<file path="src/rtl/cpu_pkg.sv">
// Shared CPU definitions: branch-condition encodings and default PC vectors
// used by the fetch-stage next-PC generator.
package cpu_pkg;

  typedef enum logic [2:0] {
    BR_BEQ  = 3'd0,
    BR_BNE  = 3'd1,
    BR_BLEZ = 3'd2,
    BR_BGTZ = 3'd3,
    BR_BLTZ = 3'd4,
    BR_BGEZ = 3'd5,
    BR_RSV6 = 3'd6,
    BR_RSV7 = 3'd7
  } br_op_e;

  localparam logic [31:0] DEF_RESET_PC = 32'h0000_3000;
  localparam logic [31:0] DEF_EXC_PC   = 32'h0000_4180;

endpackage

</file>
<file path="src/rtl/pc_gen_unit_if.sv">
// Decode/exception-side bundle of the next-PC generator; the slave modport is
// the PC unit itself, the master modport is the hazard/decode logic driving it.
interface pc_gen_unit_if
  import cpu_pkg::*;
#(
  parameter int ADDR_W = 32
);
  logic              stall_f;
  logic [ADDR_W-1:0] pc_d;
  logic              br_valid;
  br_op_e            br_op;
  logic [31:0]       rs_val;
  logic [31:0]       rt_val;
  logic [15:0]       imm16;
  logic              j_valid;
  logic [25:0]       j_index;
  logic              jr_valid;
  logic [ADDR_W-1:0] jr_target;
  logic              exc_req;
  logic              eret_req;
  logic [ADDR_W-1:0] epc;
  logic [ADDR_W-1:0] pc_f;
  logic [ADDR_W-1:0] pc4_f;
  logic              taken_d;
  logic [ADDR_W-1:0] link_d;
  logic              flush_f;
  logic              misalign_f;

  modport slave (
    input  stall_f, pc_d, br_valid, br_op, rs_val, rt_val, imm16,
           j_valid, j_index, jr_valid, jr_target, exc_req, eret_req, epc,
    output pc_f, pc4_f, taken_d, link_d, flush_f, misalign_f
  );

  modport master (
    output stall_f, pc_d, br_valid, br_op, rs_val, rt_val, imm16,
           j_valid, j_index, jr_valid, jr_target, exc_req, eret_req, epc,
    input  pc_f, pc4_f, taken_d, link_d, flush_f, misalign_f
  );
endinterface

</file>
<file path="src/rtl/pc_gen_unit_br_cmp.sv">
// Combinational branch-condition evaluator: BEQ/BNE compare rs with rt, the
// zero-compare ops treat rs as a signed two's-complement value.
module br_cmp
  import cpu_pkg::*;
(
  input  br_op_e      br_op,
  input  logic [31:0] rs_val,
  input  logic [31:0] rt_val,
  output logic        taken
);

  logic signed [31:0] rs_s;
  logic               rs_neg;
  logic               rs_zero;

  assign rs_s    = rs_val;
  assign rs_neg  = (rs_s < 0);
  assign rs_zero = (rs_val == 32'd0);

  always_comb begin
    taken = 1'b0;
    unique case (br_op)
      BR_BEQ:  taken = (rs_val == rt_val);
      BR_BNE:  taken = (rs_val != rt_val);
      BR_BLEZ: taken = rs_neg | rs_zero;
      BR_BGTZ: taken = ~rs_neg & ~rs_zero;
      BR_BLTZ: taken = rs_neg;
      BR_BGEZ: taken = ~rs_neg;
      default: taken = 1'b0;
    endcase
  end

endmodule

</file>
<file path="src/rtl/pc_gen_unit.sv">
// Fetch-stage PC register with redirect priority mux and a one-entry pending
// redirect for stalls. Build option: DELAY_SLOT_EN (architected delay slot).
module pc_gen_unit
  import cpu_pkg::*;
#(
  parameter int          ADDR_W   = 32,
  parameter logic [31:0] RESET_PC = DEF_RESET_PC,
  parameter logic [31:0] EXC_PC   = DEF_EXC_PC
) (
  input  logic        clk,
  input  logic        reset,
  pc_gen_unit_if.slave bus
);

  logic [ADDR_W-1:0] pc_q;
  logic [ADDR_W-1:0] pc_nxt;
  logic              pend_valid;
  logic              pend_valid_nxt;
  logic [ADDR_W-1:0] pend_target;
  logic [ADDR_W-1:0] pend_target_nxt;
  logic [ADDR_W-1:0] pc4_d;
  logic [ADDR_W-1:0] br_tgt;
  logic [ADDR_W-1:0] j_tgt;
  logic [ADDR_W-1:0] dec_tgt;
  logic              br_true;
  logic              dec_redir;

  function automatic logic [ADDR_W-1:0] br_offset(input logic [15:0] imm);
    return {{(ADDR_W-18){imm[15]}}, imm, 2'b00};
  endfunction

  br_cmp u_br_cmp (
    .br_op  (bus.br_op),
    .rs_val (bus.rs_val),
    .rt_val (bus.rt_val),
    .taken  (br_true)
  );

  assign pc4_d  = bus.pc_d + ADDR_W'(32'd4);
  assign br_tgt = pc4_d + br_offset(bus.imm16);

  // Jump keeps the region bits above bit 27; a 28-bit PC has no region field.
  generate
    if (ADDR_W > 28) begin : g_jregion
      assign j_tgt = {pc4_d[ADDR_W-1:28], bus.j_index, 2'b00};
    end else begin : g_jflat
      assign j_tgt = {bus.j_index, 2'b00};
    end
  endgenerate

  assign dec_redir = bus.jr_valid | bus.j_valid | (bus.br_valid & br_true);

  always_comb begin
    dec_tgt = br_tgt;
    if (bus.jr_valid)     dec_tgt = bus.jr_target;
    else if (bus.j_valid) dec_tgt = j_tgt;
  end

  always_comb begin
    pc_nxt          = pc_q;
    pend_valid_nxt  = pend_valid;
    pend_target_nxt = pend_target;
    if (bus.exc_req) begin
      pc_nxt         = EXC_PC[ADDR_W-1:0];
      pend_valid_nxt = 1'b0;
    end else if (bus.eret_req) begin
      pc_nxt         = bus.epc;
      pend_valid_nxt = 1'b0;
    end else if (dec_redir && !bus.stall_f) begin
      pc_nxt         = dec_tgt;
      pend_valid_nxt = 1'b0;
    end else if (dec_redir) begin
      pend_valid_nxt  = 1'b1;
      pend_target_nxt = dec_tgt;
    end else if (pend_valid && !bus.stall_f) begin
      pc_nxt         = pend_target;
      pend_valid_nxt = 1'b0;
    end else if (!bus.stall_f) begin
      pc_nxt = pc_q + ADDR_W'(32'd4);
    end
  end

  // Fetch PC register boundary
  always_ff @(posedge clk or posedge reset) begin
    if (reset) begin
      pc_q       <= RESET_PC[ADDR_W-1:0];
      pend_valid <= 1'b0;
    end else begin
      pc_q       <= pc_nxt;
      pend_valid <= pend_valid_nxt;
    end
  end

  always_ff @(posedge clk) begin
    pend_target <= pend_target_nxt;
  end

  assign bus.pc_f       = pc_q;
  assign bus.pc4_f      = pc_q + ADDR_W'(32'd4);
  assign bus.taken_d    = dec_redir;
  assign bus.misalign_f = (pc_q[1:0] != 2'b00);

`ifdef DELAY_SLOT_EN
  assign bus.link_d  = bus.pc_d + ADDR_W'(32'd8);
  assign bus.flush_f = bus.exc_req | bus.eret_req;
`else
  logic pend_apply;

  // A deferred redirect kills the wrong-path fetch in the cycle it lands.
  assign pend_apply  = pend_valid & ~bus.stall_f & ~bus.exc_req & ~bus.eret_req & ~dec_redir;
  assign bus.link_d  = pc4_d;
  assign bus.flush_f = (dec_redir & ~bus.stall_f) | pend_apply | bus.exc_req | bus.eret_req;
`endif

endmodule

</file>
<file path="src/flat_wrapper.sv">
// flat-port wrapper written by rule: the top's interface ports become plain ports
module pc_gen_unit_flat import cpu_pkg::*;
#(
  parameter int          ADDR_W   = 32,
  parameter logic [31:0] RESET_PC = DEF_RESET_PC,
  parameter logic [31:0] EXC_PC   = DEF_EXC_PC
)
  (clk, reset, bus_stall_f, bus_pc_d, bus_br_valid, bus_br_op, bus_rs_val, bus_rt_val, bus_imm16, bus_j_valid, bus_j_index, bus_jr_valid, bus_jr_target, bus_exc_req, bus_eret_req, bus_epc, bus_pc_f, bus_pc4_f, bus_taken_d, bus_link_d, bus_flush_f, bus_misalign_f);
  pc_gen_unit_if #(.ADDR_W(ADDR_W)) bus_i ();
  input  logic clk;
  input  logic reset;
  input wire logic [$bits(bus_i.stall_f)-1:0] bus_stall_f;
  input wire logic [$bits(bus_i.pc_d)-1:0] bus_pc_d;
  input wire logic [$bits(bus_i.br_valid)-1:0] bus_br_valid;
  input wire logic [$bits(bus_i.br_op)-1:0] bus_br_op;
  input wire logic [$bits(bus_i.rs_val)-1:0] bus_rs_val;
  input wire logic [$bits(bus_i.rt_val)-1:0] bus_rt_val;
  input wire logic [$bits(bus_i.imm16)-1:0] bus_imm16;
  input wire logic [$bits(bus_i.j_valid)-1:0] bus_j_valid;
  input wire logic [$bits(bus_i.j_index)-1:0] bus_j_index;
  input wire logic [$bits(bus_i.jr_valid)-1:0] bus_jr_valid;
  input wire logic [$bits(bus_i.jr_target)-1:0] bus_jr_target;
  input wire logic [$bits(bus_i.exc_req)-1:0] bus_exc_req;
  input wire logic [$bits(bus_i.eret_req)-1:0] bus_eret_req;
  input wire logic [$bits(bus_i.epc)-1:0] bus_epc;
  output wire logic [$bits(bus_i.pc_f)-1:0] bus_pc_f;
  output wire logic [$bits(bus_i.pc4_f)-1:0] bus_pc4_f;
  output wire logic [$bits(bus_i.taken_d)-1:0] bus_taken_d;
  output wire logic [$bits(bus_i.link_d)-1:0] bus_link_d;
  output wire logic [$bits(bus_i.flush_f)-1:0] bus_flush_f;
  output wire logic [$bits(bus_i.misalign_f)-1:0] bus_misalign_f;
  assign bus_i.stall_f = bus_stall_f;
  assign bus_i.pc_d = bus_pc_d;
  assign bus_i.br_valid = bus_br_valid;
  assign bus_i.br_op = bus_br_op;
  assign bus_i.rs_val = bus_rs_val;
  assign bus_i.rt_val = bus_rt_val;
  assign bus_i.imm16 = bus_imm16;
  assign bus_i.j_valid = bus_j_valid;
  assign bus_i.j_index = bus_j_index;
  assign bus_i.jr_valid = bus_jr_valid;
  assign bus_i.jr_target = bus_jr_target;
  assign bus_i.exc_req = bus_exc_req;
  assign bus_i.eret_req = bus_eret_req;
  assign bus_i.epc = bus_epc;
  assign bus_pc_f = bus_i.pc_f;
  assign bus_pc4_f = bus_i.pc4_f;
  assign bus_taken_d = bus_i.taken_d;
  assign bus_link_d = bus_i.link_d;
  assign bus_flush_f = bus_i.flush_f;
  assign bus_misalign_f = bus_i.misalign_f;
  pc_gen_unit #(.ADDR_W(ADDR_W), .RESET_PC(RESET_PC), .EXC_PC(EXC_PC)) u_core (.clk(clk), .reset(reset), .bus(bus_i));
endmodule
</file>
<file path="config.mk">
export PLATFORM = sky130hd
export DESIGN_NAME = pc_gen_unit_flat
export DESIGN_NICKNAME = d
export VERILOG_FILES = /design/src/rtl/cpu_pkg.sv /design/src/rtl/pc_gen_unit_if.sv /design/src/rtl/pc_gen_unit_br_cmp.sv /design/src/rtl/pc_gen_unit.sv /design/src/flat_wrapper.sv
export SDC_FILE = /design/constraint.sdc
export NUM_CORES = 1
export LEC_CHECK = 0
export BUFFER_PORTS_ARGS = -buffer_cell sky130_fd_sc_hd__buf_4
export CORE_ASPECT_RATIO = 2
export CORE_UTILIZATION = 50
export DETAILED_ROUTE_END_ITERATION = 7
export HOLD_SLACK_MARGIN = 0.05
export MAX_ROUTING_LAYER = met4
export PLACE_DENSITY = 0.9
export SLEW_MARGIN = 15
export SYNTH_ARGS = -nofsm -noshare
export SYNTH_HDL_FRONTEND = slang
export SYNTH_HIERARCHICAL = 1
export SYNTH_SLANG_ARGS = --single-unit
</file>
<file path="constraint.sdc">
create_clock -name clk -period 2.95 [get_ports clk]
set_clock_uncertainty 0.15 [all_clocks]
set_input_delay 0.295 -clock clk [delete_from_list [all_inputs] [get_ports clk]]
set_output_delay 0.295 -clock clk [all_outputs]
set_load 0.02 [all_outputs]
</file>
==> results list, run 1 <==
- Number of instances in the synthesized netlist: 959
- Summing the areas of all compound-gate instances in the mapped netlist gives 23.5% of the synthesized area.
* Step where the flow halted: global routing (5_1_grt)
- Summed over all layers, the global routing overflow is 2.
* Post-synth design cell area: 7480 µm²
- The cell sitting at the root of the clock tree is a clkbuf_16.
- For this configuration, the core starts out at a cell density of 51.6%.
* Row cnt: 62
- Global routing used 66.8% of the available tracks across all layers.
- Register area share after synthesis: 23.9%
- Largest net degree at the start of global routing: 57
* PortBufs: 311
- Dividing the synthesized area by the synthesized cell count gives 7.80 µm².
- Area share of the leading cell type in the synthesized netlist: 12.8%
- Die Span X: 88.5 µm
* Largest cells by area after synthesis: edfxtp_1 (13%), dfrtp_1 (10%), xor2_1 (6.8%)
- The H-tree was split into 3 levels.
- Number of enable-type register cells in the synthesized netlist: 32
- HPWL after DPL: 26800 µm
- Number of clock sinks seen by CTS: 65
- CTS Buffer Depth: 2
- Number of CTS-inserted buffers: 9
* First-pass GRT wire length: 74400 µm
- Count of unique library cells instantiated by Yosys: 83
- Synthesized-area fraction occupied by adder cells: 6.12%
* Fraction of synthesized cell area in xor and xnor cells: 12.2%
- After detailed placement, the design holds a cell count of 1617.
- In the synthesized netlist the async set-or-reset flop fraction comes to 50.8%.
* Top-level I/O count: 312
- During synthesis, Yosys emitted a total of 6 warnings.
* Placer congestion estimate: 0.977
- Of the total synthesized cell area, the portion taken by AND, OR, NAND and NOR gates is 25.2%.
- edfxtp_1 takes more of the synthesized area than any other cell.
* Register bit count reported by yosys: 65
- Post-synth top flop: edfxtp_1
- Run status: aborted with a tool error
- The via count of the first global-routing pass is 13000.
- By area, the combinational part of the netlist is dominated by simple AND/OR/NAND/NOR gates.
- The first error in the log reads "[ERROR GRT-0116] Global routing finished with congestion. Check the congestion regions in the DRC Viewer".
- Synthesized netlist net count: 1208
- In the synthesized netlist, mux cells make up 4.35% of the area.
- From bottom edge to top edge, the die measures 175 µm.
## layer usage
| layer | overflow | track usage [%] |
|---|---|---|
| met5 | - | - |
| met4 | 1 | 68.5 |
| met3 | 0 | 45.0 |
| met2 | 1 | 87.4 |
| met1 | 0 | 60.7 |
## through the flow
stage                     setup WS [ns]  hold WS (ns)  cell area [µm²]  setup TNS [ns]
after CTS                        -0.299        0.0589            13100           -4.24
after detailed placement         -0.906         0.276            11900          -26.95
after global placement           -0.764         0.269            11900          -20.79
after floorplan                  -0.573         0.250             7990           -7.43
## cell families after synthesis
kind of cell	Yosys count
buffers and inverters	86
adders and majority gates	36
xor gates and xnor gates	104
DFF	65
AOI/OAI and AO/OA	264
muxes	32
and+or+nand+nor	372
## synthesized netlist by cell type (6+ instances only)
cell	number
o22ai_1	7
o21ai_0	48
dfrtp_1	31
a31oi_1	10
edfxtp_1	32
and2_1	8
mux2i_1	28
o21a_1	12
nand2b_1	15
and4_1	6
a21oi_1	71
nor2b_1	12
inv_1	32
ha_1	35
a211oi_1	14
a21o_1	16
nor4_1	18
and3_1	18
xor2_1	58
buf_1	7
xnor2_1	46
o211ai_1	14
nand4_1	21
nand2_1	88
clkbuf_1	36
nand3_1	36
nor2_1	93
nor3_1	29
## what timing repair did
item	in CTS
hold buffers	7
gates resized for setup	116
setup endpoints to repair	40
setup buffers	23
pin swaps	74
hold endpoints to repair	37
==> run 2: changes to the inputs <==
CORE_ASPECT_RATIO = not set   (was 2)
CORE_UTILIZATION = 35   (was 50)
HOLD_SLACK_MARGIN = not set   (was 0.05)
MAX_ROUTING_LAYER = not set   (was met4)
PLACE_DENSITY = not set   (was 0.9)
PLACE_DENSITY_LB_ADDON = 0.15   (was not set)
==> results list, run 2 <==
* Post-synth top flop: edfxtp_1 (unchanged)
- Slew margin rel.: 51.5%
- Total routing resource utilization after global routing: 27.9%
* PortBufs: 311 (unchanged)
* Register area share after synthesis: 23.9% (unchanged)
- Switching part of the total power: 35.6%
- Antenna violation net count after detailed routing: 0
- Growth of design area from synthesis to finish: 81.1%
- The count of synthesis-stage warnings from yosys was 6 (unchanged).
- Summed over all nets, the switching power comes to 1.51 mW.
- The TritonCTS buffer count is 9 (unchanged).
* Number of search-and-repair iterations in the first detailed-routing pass: 4
- Hold timing on the final database bottoms out at a slack of 0.0164 ns.
* DRT iter0 DRCs: 559
- Final Critical Period: 3.32 ns
- The netlist area before placement was 7480 µm² (unchanged).
- The later pin in the worst-skew pair is clocked with a latency of 0.33 ns.
- The final-report max-slew violation count came to 0.
- Starting Density: 35.6% (was 51.6%)
- Tracing the worst setup path back leads to its startpoint at bus_pc_d[9].
* Top cell by count, worst path: buf_6
* Critical Path Source Type: input port
- The most frequently used cell type in the post-synthesis netlist was nor2_1 (unchanged).
- Run status: complete, but fails checks (was aborted with a tool error).
- Total Die Area: 22000 µm²
- The placed wire-length estimate after detailed placement was 25200 µm (was 26800 µm).
- The number of synthesized flops with an enable pin came to 32 (unchanged).
* Period Utilization, post-route: 113%
- Most used standard cells in the synthesized netlist: nor2_1 (93), nand2_1 (88), a21oi_1 (71) (unchanged).
- The I/O pin total came to 312 (unchanged).
* Antenna violations before repair: 1
- Data arrives at the worst endpoint at 3.25 ns.
- The root buffer cell was clkbuf_16 (unchanged).
- The critical path is of the in -> reg type.
- Least setup slack across all paths after layout: -0.370 ns
* Critical path cell sequence: buf_4 -> buf_6 -> inv_4 -> nor2_4 -> buf_6 -> and4_4 -> nand4_1 -> xnor2_2 -> ha_4 -> nand2_2 -> nand2_1 -> a21o_1 -> a22o_1 -> a211o_1 -> a41oi_2 -> mux2_4 -> o31a_1
- Placer congestion estimate: 0.930 (was 0.977)
* Internal cell power: 2.73 mW
- Setup repair after global routing missed its margin: yes
* Number of clock sinks seen by CTS: 65 (unchanged)
- Synthesized-area fraction occupied by adder cells: 6.12% (unchanged)
- The cell accounting for the most synthesized area is edfxtp_1 (unchanged).
* Die H: 148 µm (was 175 µm)
- The post-synthesis share of cell area spent on xor and xnor gates was 12.2% (unchanged).
* Number of violations of the max-capacitance limit: 0
- The final reports fail on setup timing.
- Cell at the slowest stage of the critical path: mux2_4
- TritonCTS built the clock tree.
- The combinational family with the most area after synthesis was simple AND/OR/NAND/NOR gates (unchanged).
* CTS Buffer Depth: 2 (unchanged)
- Entering global routing, the biggest net connects 57 pins.
- CP Capture Type: register
* Global-route congestion overflow total: 0
- The final route contains 9333 vias.
- Among cell families on the critical path, the largest total delay comes from compound AO/OA/AOI/OAI gates.
- After clock tree synthesis, the clock-pin slew on the worst setup and hold paths is 0.05 ns.
- The total number of placement rows came to 53 (was 62).
- Share of cells above drive strength 1: 51.2%
- Total wirelength of the detailed-routed design: 32100 µm
* Most frequent standard cell in the layout excluding fill and tap cells: buf_4
* Die Span X: 148 µm (was 88.5 µm)
- The core region is 21000 µm².
* Via count of the first global-routing pass: 8880
- Number of buffer and inverter instances along the worst setup path: 4
- For this run, the slowest stage of the critical path takes 0.34 ns.
* Slack of the worst reg-to-reg path: 0.18 ns
- Count of unique library cells instantiated by Yosys: 83 (unchanged)
* Fmax: 0.301 GHz
- The worst hold path belongs to the class in -> reg.
* Commonest cells after routing, fill and taps aside: buf_4 (522), nand2_1 (80), nor2_1 (80)
- The number of nets produced by synthesis was 1208 (unchanged).
- The share of total power dissipated in sequential elements is 25.4%.
- The area share of the largest cell type after synthesis was 12.8% (unchanged).
* H-tree level count: 3 (unchanged)
* Async S/R FF share, synth: 50.8% (unchanged)
- Detailed-route wire length per cell: 18.3 µm
- Portion of total power attributed to the clock network: 23.1%
- Remaining DRCs: 0
- Register bit count reported by yosys: 65 (unchanged)
- Tightest Pin Transition: 0.725 ns
- The first global-routing pass estimated 47800 µm of wire.
- Area fraction in compound gates after synthesis: 23.5% (unchanged)
- In this run the power density over the cells is 313 nW/µm².
* Final hold vios: 0
- Final #Nets: 1722
- Largest cells by area after synthesis: edfxtp_1 (13%), dfrtp_1 (10%), xor2_1 (6.8%) (unchanged)
- The worst-case IR drop observed on VDD is 0.207 mV.
- The simple-gate area share of the yosys netlist came to 25.2% (unchanged).
- Startpoint of the worst register-to-register path: u_core/bus.pc_f[8]$_DFFE_PP0P_
- Worst path required time: 2.88 ns
* Origin of the worst min-delay path: bus_epc[24]
- Multiplexer share of the synthesized area: 4.35% (unchanged)
- In this run the worst path has a maximum fanout of 5.
- Measured on the finished design, the core utilization comes to 64.5%.
- The post-synthesis average cell area is 7.80 µm² (unchanged).
- Dividing the detail-routed via count by the number of cells gives 5.32.
- In this run the static leakage power is 6.14 nW.
- Combinational logic is responsible for 51.5% of the overall power.
* Number of endpoints failing setup at the final stage: 32
- The instance count of the mapped netlist was 959 (unchanged).
==> run 2: timing repair <==
| item | CTS | global route |
|---|---|---|
| hold endpoints to repair | 31 | 0 |
| hold buffers | 1 | 0 |
| pin swaps | 58 | 73 |
| setup buffers | 27 | 22 |
| gates resized for setup | 108 | 99 |
| setup endpoints to repair | 36 | 50 |
==> run 2: area by class of cell <==
type | instances | area (µm²)
diodes | 1 | 2.50
multi-input cells | 808 | 6690
flip-flops and latches | 65 | 1790
well taps | 275 | 344
inverters | 33 | 126
repair buffers | 556 | 4330
clock buffers | 16 | 272
fillers | 1786 | 7470
==> run 2: power groups by stage <==
stage / logic [mW] / registers, mW / clock network (mW)
2_1_floorplan: 0.896 / 1.12 / 0
3_5_place_dp: 1.85 / 1.09 / 0
6_report: 2.19 / 1.08 / 0.979
4_1_cts: 2.00 / 1.08 / 0.990
3_3_place_gp: 1.83 / 1.09 / 0
5_1_grt: 2.34 / 1.08 / 1.04
==> run 2: cells by family (layout without fill, tap and decap cells) <==
family / count (synthesis) / after routing
DFF: 65 / 65
and+or+nand+nor: 372 / 372
other: 0 / 1
xor gates and xnor gates: 104 / 104
muxes: 32 / 32
AOI/OAI and AO/OA: 264 / 264
adders and majority gates: 36 / 36
buffers and inverters: 86 / 605
==> run 2: final timing paths <==
kind	cells after the start	endpoint
max	17	u_core/pend_target[28]$_DFFE_PP_
max in group asynchronous	4	u_core/bus.pc_f[12]$_DFFE_PP1P_
max reg2reg	8	u_core/bus.pc_f[27]$_DFFE_PP0P_
min in group asynchronous	4	u_core/bus.pc_f[9]$_DFFE_PP0P_
min	3	u_core/bus.pc_f[24]$_DFFE_PP0P_
min reg2reg	3	u_core/bus.pc_f[19]$_DFFE_PP0P_
==> run 2: per-layer routing <==
layer	global-route usage (%)	routed length (µm)
met3	4.26	2240
met1	37.9	14000
met5	0	0
met2	45.9	15300
met4	7.11	542
==> run 2: tightest hold or removal path: stages <==
cell,delay [ns]
buf_4,0.08
nand2_1,0.04
nand2_1,0.05
==> run 2: through the flow <==
step                      total power [mW]  cell area [µm²]  setup TNS (ns)  setup slack [ns]  std cells
after floorplan                       2.02             7990           -7.43            -0.573        959
final                                 4.24            13600           -4.78            -0.370       1754
after global routing                  4.46            13500           -9.88            -0.491       1753
after CTS                             4.07            12900           -3.30            -0.314       1734
after global placement                2.92            11900          -20.80            -0.799       1690
after detailed placement              2.94            11900          -22.79            -0.853       1690
No activity file was read; power rests on OpenSTA's default activity.
==> run 3: changes to the inputs <==
CORE_UTILIZATION = 50   (was 35)
==> results list, run 3 (synthesis gave the netlist of run 2 again) <==
* Run status: complete, but fails checks (unchanged)
* Violations in the final reports: setup timing (unchanged)
* Total Die Area: 15500 µm² (was 22000 µm²)
- The highest net fanout along the worst path came to 6 (was 5).
* Critical path type: in -> reg (unchanged)
- The latest clock arrival within the worst-skew pair came to 0.33 ns (about the same).
* Number of CTS-inserted buffers: 9 (unchanged)
- Clock input transition at the sequential cells of the worst setup and hold paths: 0.05 ns (about the same)
* Via-to-Cell Ratio: 6.87 (was 5.32)
* Top-level I/O count: 312 (unchanged)
* Fmax: 0.263 GHz (was 0.301 GHz)
- CP Capture Type: register (unchanged)
- Remaining DRCs: 0 (unchanged)
- First-pass GRT wire length: 51600 µm (was 47800 µm)
- Placeable core region: 14600 µm² (was 21000 µm²)
- Tightest Pin Transition: 0.849 ns (was 0.725 ns)
- Final Critical Period: 3.81 ns (was 3.32 ns)
* Clock tree root driver cell: clkbuf_16 (unchanged)
- Critical Path Source Type: input port (unchanged)
- Global-route congestion overflow total: 0 (unchanged)
- Max-slew violation count: 0 (unchanged)
- The post-detailed-route wirelength per cell is 25.5 µm (was 18.3 µm).
- The leakage power was 6.16 nW (was 6.14 nW).
- Depth of the worst hold-timing path: 3 (unchanged)
- Antenna violations before repair: 0 (was 1)
* Die H: 124 µm (was 148 µm)
* Starting Density: 51.3% (was 35.6%)
* Cell Count Post-Placement: 1588 (was 1690)
- The depth of the worst register-to-register path is 8 (unchanged).
* HPWL after DPL: 24800 µm (was 25200 µm)
- Final #Nets: 1714 (was 1722)
* Most frequent standard cell in the layout excluding fill and tap cells: buf_4 (unchanged)
- Clock tree from TritonCTS: done (unchanged)
- The power per cell area was 325 nW/µm² (was 313 nW/µm²).
* Antenna violation net count after detailed routing: 0 (unchanged)
- Die Span X: 124 µm (was 148 µm)
- The number of clock sinks was 65 (unchanged).
- Peak supply drop: 0.348 mV (was 0.207 mV)
* Period Utilization, post-route: 129% (was 113%)
- Overall power after layout: 4.37 mW (was 4.24 mW)
- The wire length reported by the detailed router came to 42200 µm (was 32100 µm).
- The number of H-tree branching levels is 3 (unchanged).
- Setup repair after global routing missed its margin: yes (unchanged).
- The worst path arrival time is 3.86 ns (was 3.25 ns).
* Slew margin rel.: 43.2% (was 51.5%)
- The number of fill cells in the layout is 543 (was 1786).
- The worst hold-check path type is in -> reg (unchanged).
- Total number of vias: 11400 (was 9333)
* DRT iter0 DRCs: 1874 (was 559)
* Filler-free cell count of the finished design: 1655 (was 1754)
* Growth of design area from synthesis to finish: 80.0% (was 81.1%)
* Share of cells above drive strength 1: 52.4% (was 51.2%)
* Final hold vios: 0 (unchanged)
* CTS Buffer Depth: 2 (unchanged)
- The first-pass iteration count of the detailed router came to 6 (was 4).
* Placer congestion estimate: 0.897 (was 0.930)
- Total routing resource utilization after global routing: 42.0% (was 27.9%)
* Least setup slack across all paths after layout: -0.857 ns (was -0.370 ns)
- Number of endpoints failing setup at the final stage: 51 (was 32)
* Largest net degree at the start of global routing: 34 (was 57)
* Number of violations of the max-capacitance limit: 0 (unchanged)
- Worst path required time: 3.00 ns (was 2.88 ns)
* Via count of the first global-routing pass: 9751 (was 8880)
- PortBufs: 311 (unchanged)
- Commonest cells after routing, fill and taps aside: buf_4 (520), nand2_1 (77), nor2_1 (76) (was buf_4 (522), nand2_1 (80), nor2_1 (80)).
* Row cnt: 44 (was 53)
## run 3: cell types whose count changed in the layout (fill, tap and decap cells not counted), moves of 4 or more
cell | before | now
nor2_1 | 80 | 76
nand3_2 | 4 | 8
a21oi_4 | 3 | 7
nor4_1 | 14 | 9
nor4_2 | 7 | 11
ha_1 | 12 | 16
o21ai_1 | 20 | 15
nand3_1 | 26 | 22
a21oi_1 | 55 | 50
nand2_4 | 1 | 5
buf_6 | 29 | 23
## run 3: repair_timing
item	in CTS	in global routing
buffers inserted	21	32
endpoints found under the hold margin	31	0
gates resized for setup	90	137
pin swaps	65	91
hold buffers	1	0
setup endpoints to repair	41	51
## run 3: cell type report
cell class / count / area, µm² / area share [%]
Clock buffer: 16 / 251 / 1.87
Timing Repair Buffer: 548 / 4250 / 31.5
Tap cell: 184 / 230 / 1.71
Multi-Input combinational cell: 808 / 6820 / 50.6
Inverter: 33 / 126 / 0.938
Antenna cell: 1 / 2.50 / 0.0186
Sequential cell: 65 / 1790 / 13.3
## run 3: per-stage QoR
step / hold slack, ns / utilization, % / setup TNS (ns) / worst slack [ns] / instance area [µm²]
after global placement: 0.269 / 80.3 / -18.16 / -0.662 / 11700
after detailed placement: 0.276 / 80.3 / -25.24 / -0.802 / 11700
final: 0.0256 / 92.3 / -16.20 / -0.857 / 13500
after global routing: 0.0317 / 92.3 / -18.73 / -0.926 / 13500
after CTS: 0.0158 / 86.0 / -2.61 / -0.308 / 12600
after floorplan: 0.250 / - / -7.43 / -0.573 / 7990
## run 3: power by group
| group | total (mW) | switching [mW] | internal [mW] |
|---|---|---|---|
| clock | 0.935 | 0.365 | 0.570 |
| combinational | 2.35 | 1.27 | 1.08 |
| sequential | 1.09 | 0.0624 | 1.02 |
## run 3: path summary, 6_finish.rpt
check	endpoint	start	slack (ns)
worst max-delay path	u_core/bus.pc_f[31]$_DFFE_PP0P_	bus_pc_d[12]	-0.86
min in group asynchronous	u_core/bus.pc_f[0]$_DFFE_PP0P_	reset	0.47
max in group asynchronous	u_core/bus.pc_f[12]$_DFFE_PP1P_	reset	1.82
worst max register to register	u_core/bus.pc_f[25]$_DFFE_PP0P_	u_core/bus.pc_f[4]$_DFFE_PP0P_	0.04
worst min-delay path	u_core/bus.pc_f[17]$_DFFE_PP0P_	bus_epc[17]	0.03
worst min register to register	u_core/bus.pc_f[17]$_DFFE_PP0P_	u_core/bus.pc_f[17]$_DFFE_PP0P_	0.50
## run 3: metal layers
layer | vias up | share of wire (%) | track usage (%) | wire length (µm)
met1 | 5102 | 32 | 50.1 | 13700
met2 | 1291 | 44 | 70.8 | 18400
li1 | 4544 | - | - | -
met3 | 438 | 14 | 9.19 | 5810
met4 | 0 | 10 | 21.1 | 4320
met5 | - | 0 | 0 | 0
## run 3: worst max-delay path, stage by stage
cell,delay [ns]
buf_4,0.11
nand4_1,0.21
nor4_4,0.19
buf_4,0.20
nand3_1,0.10
buf_4,0.19
xnor2_2,0.15
ha_1,0.44
nand4_1,0.29
nor4_2,0.38
o211ai_1,0.17
a31oi_1,0.27
or3_1,0.18
nand2_1,0.08
a31o_2,0.26
a31oi_2,0.22
o22ai_1,0.10
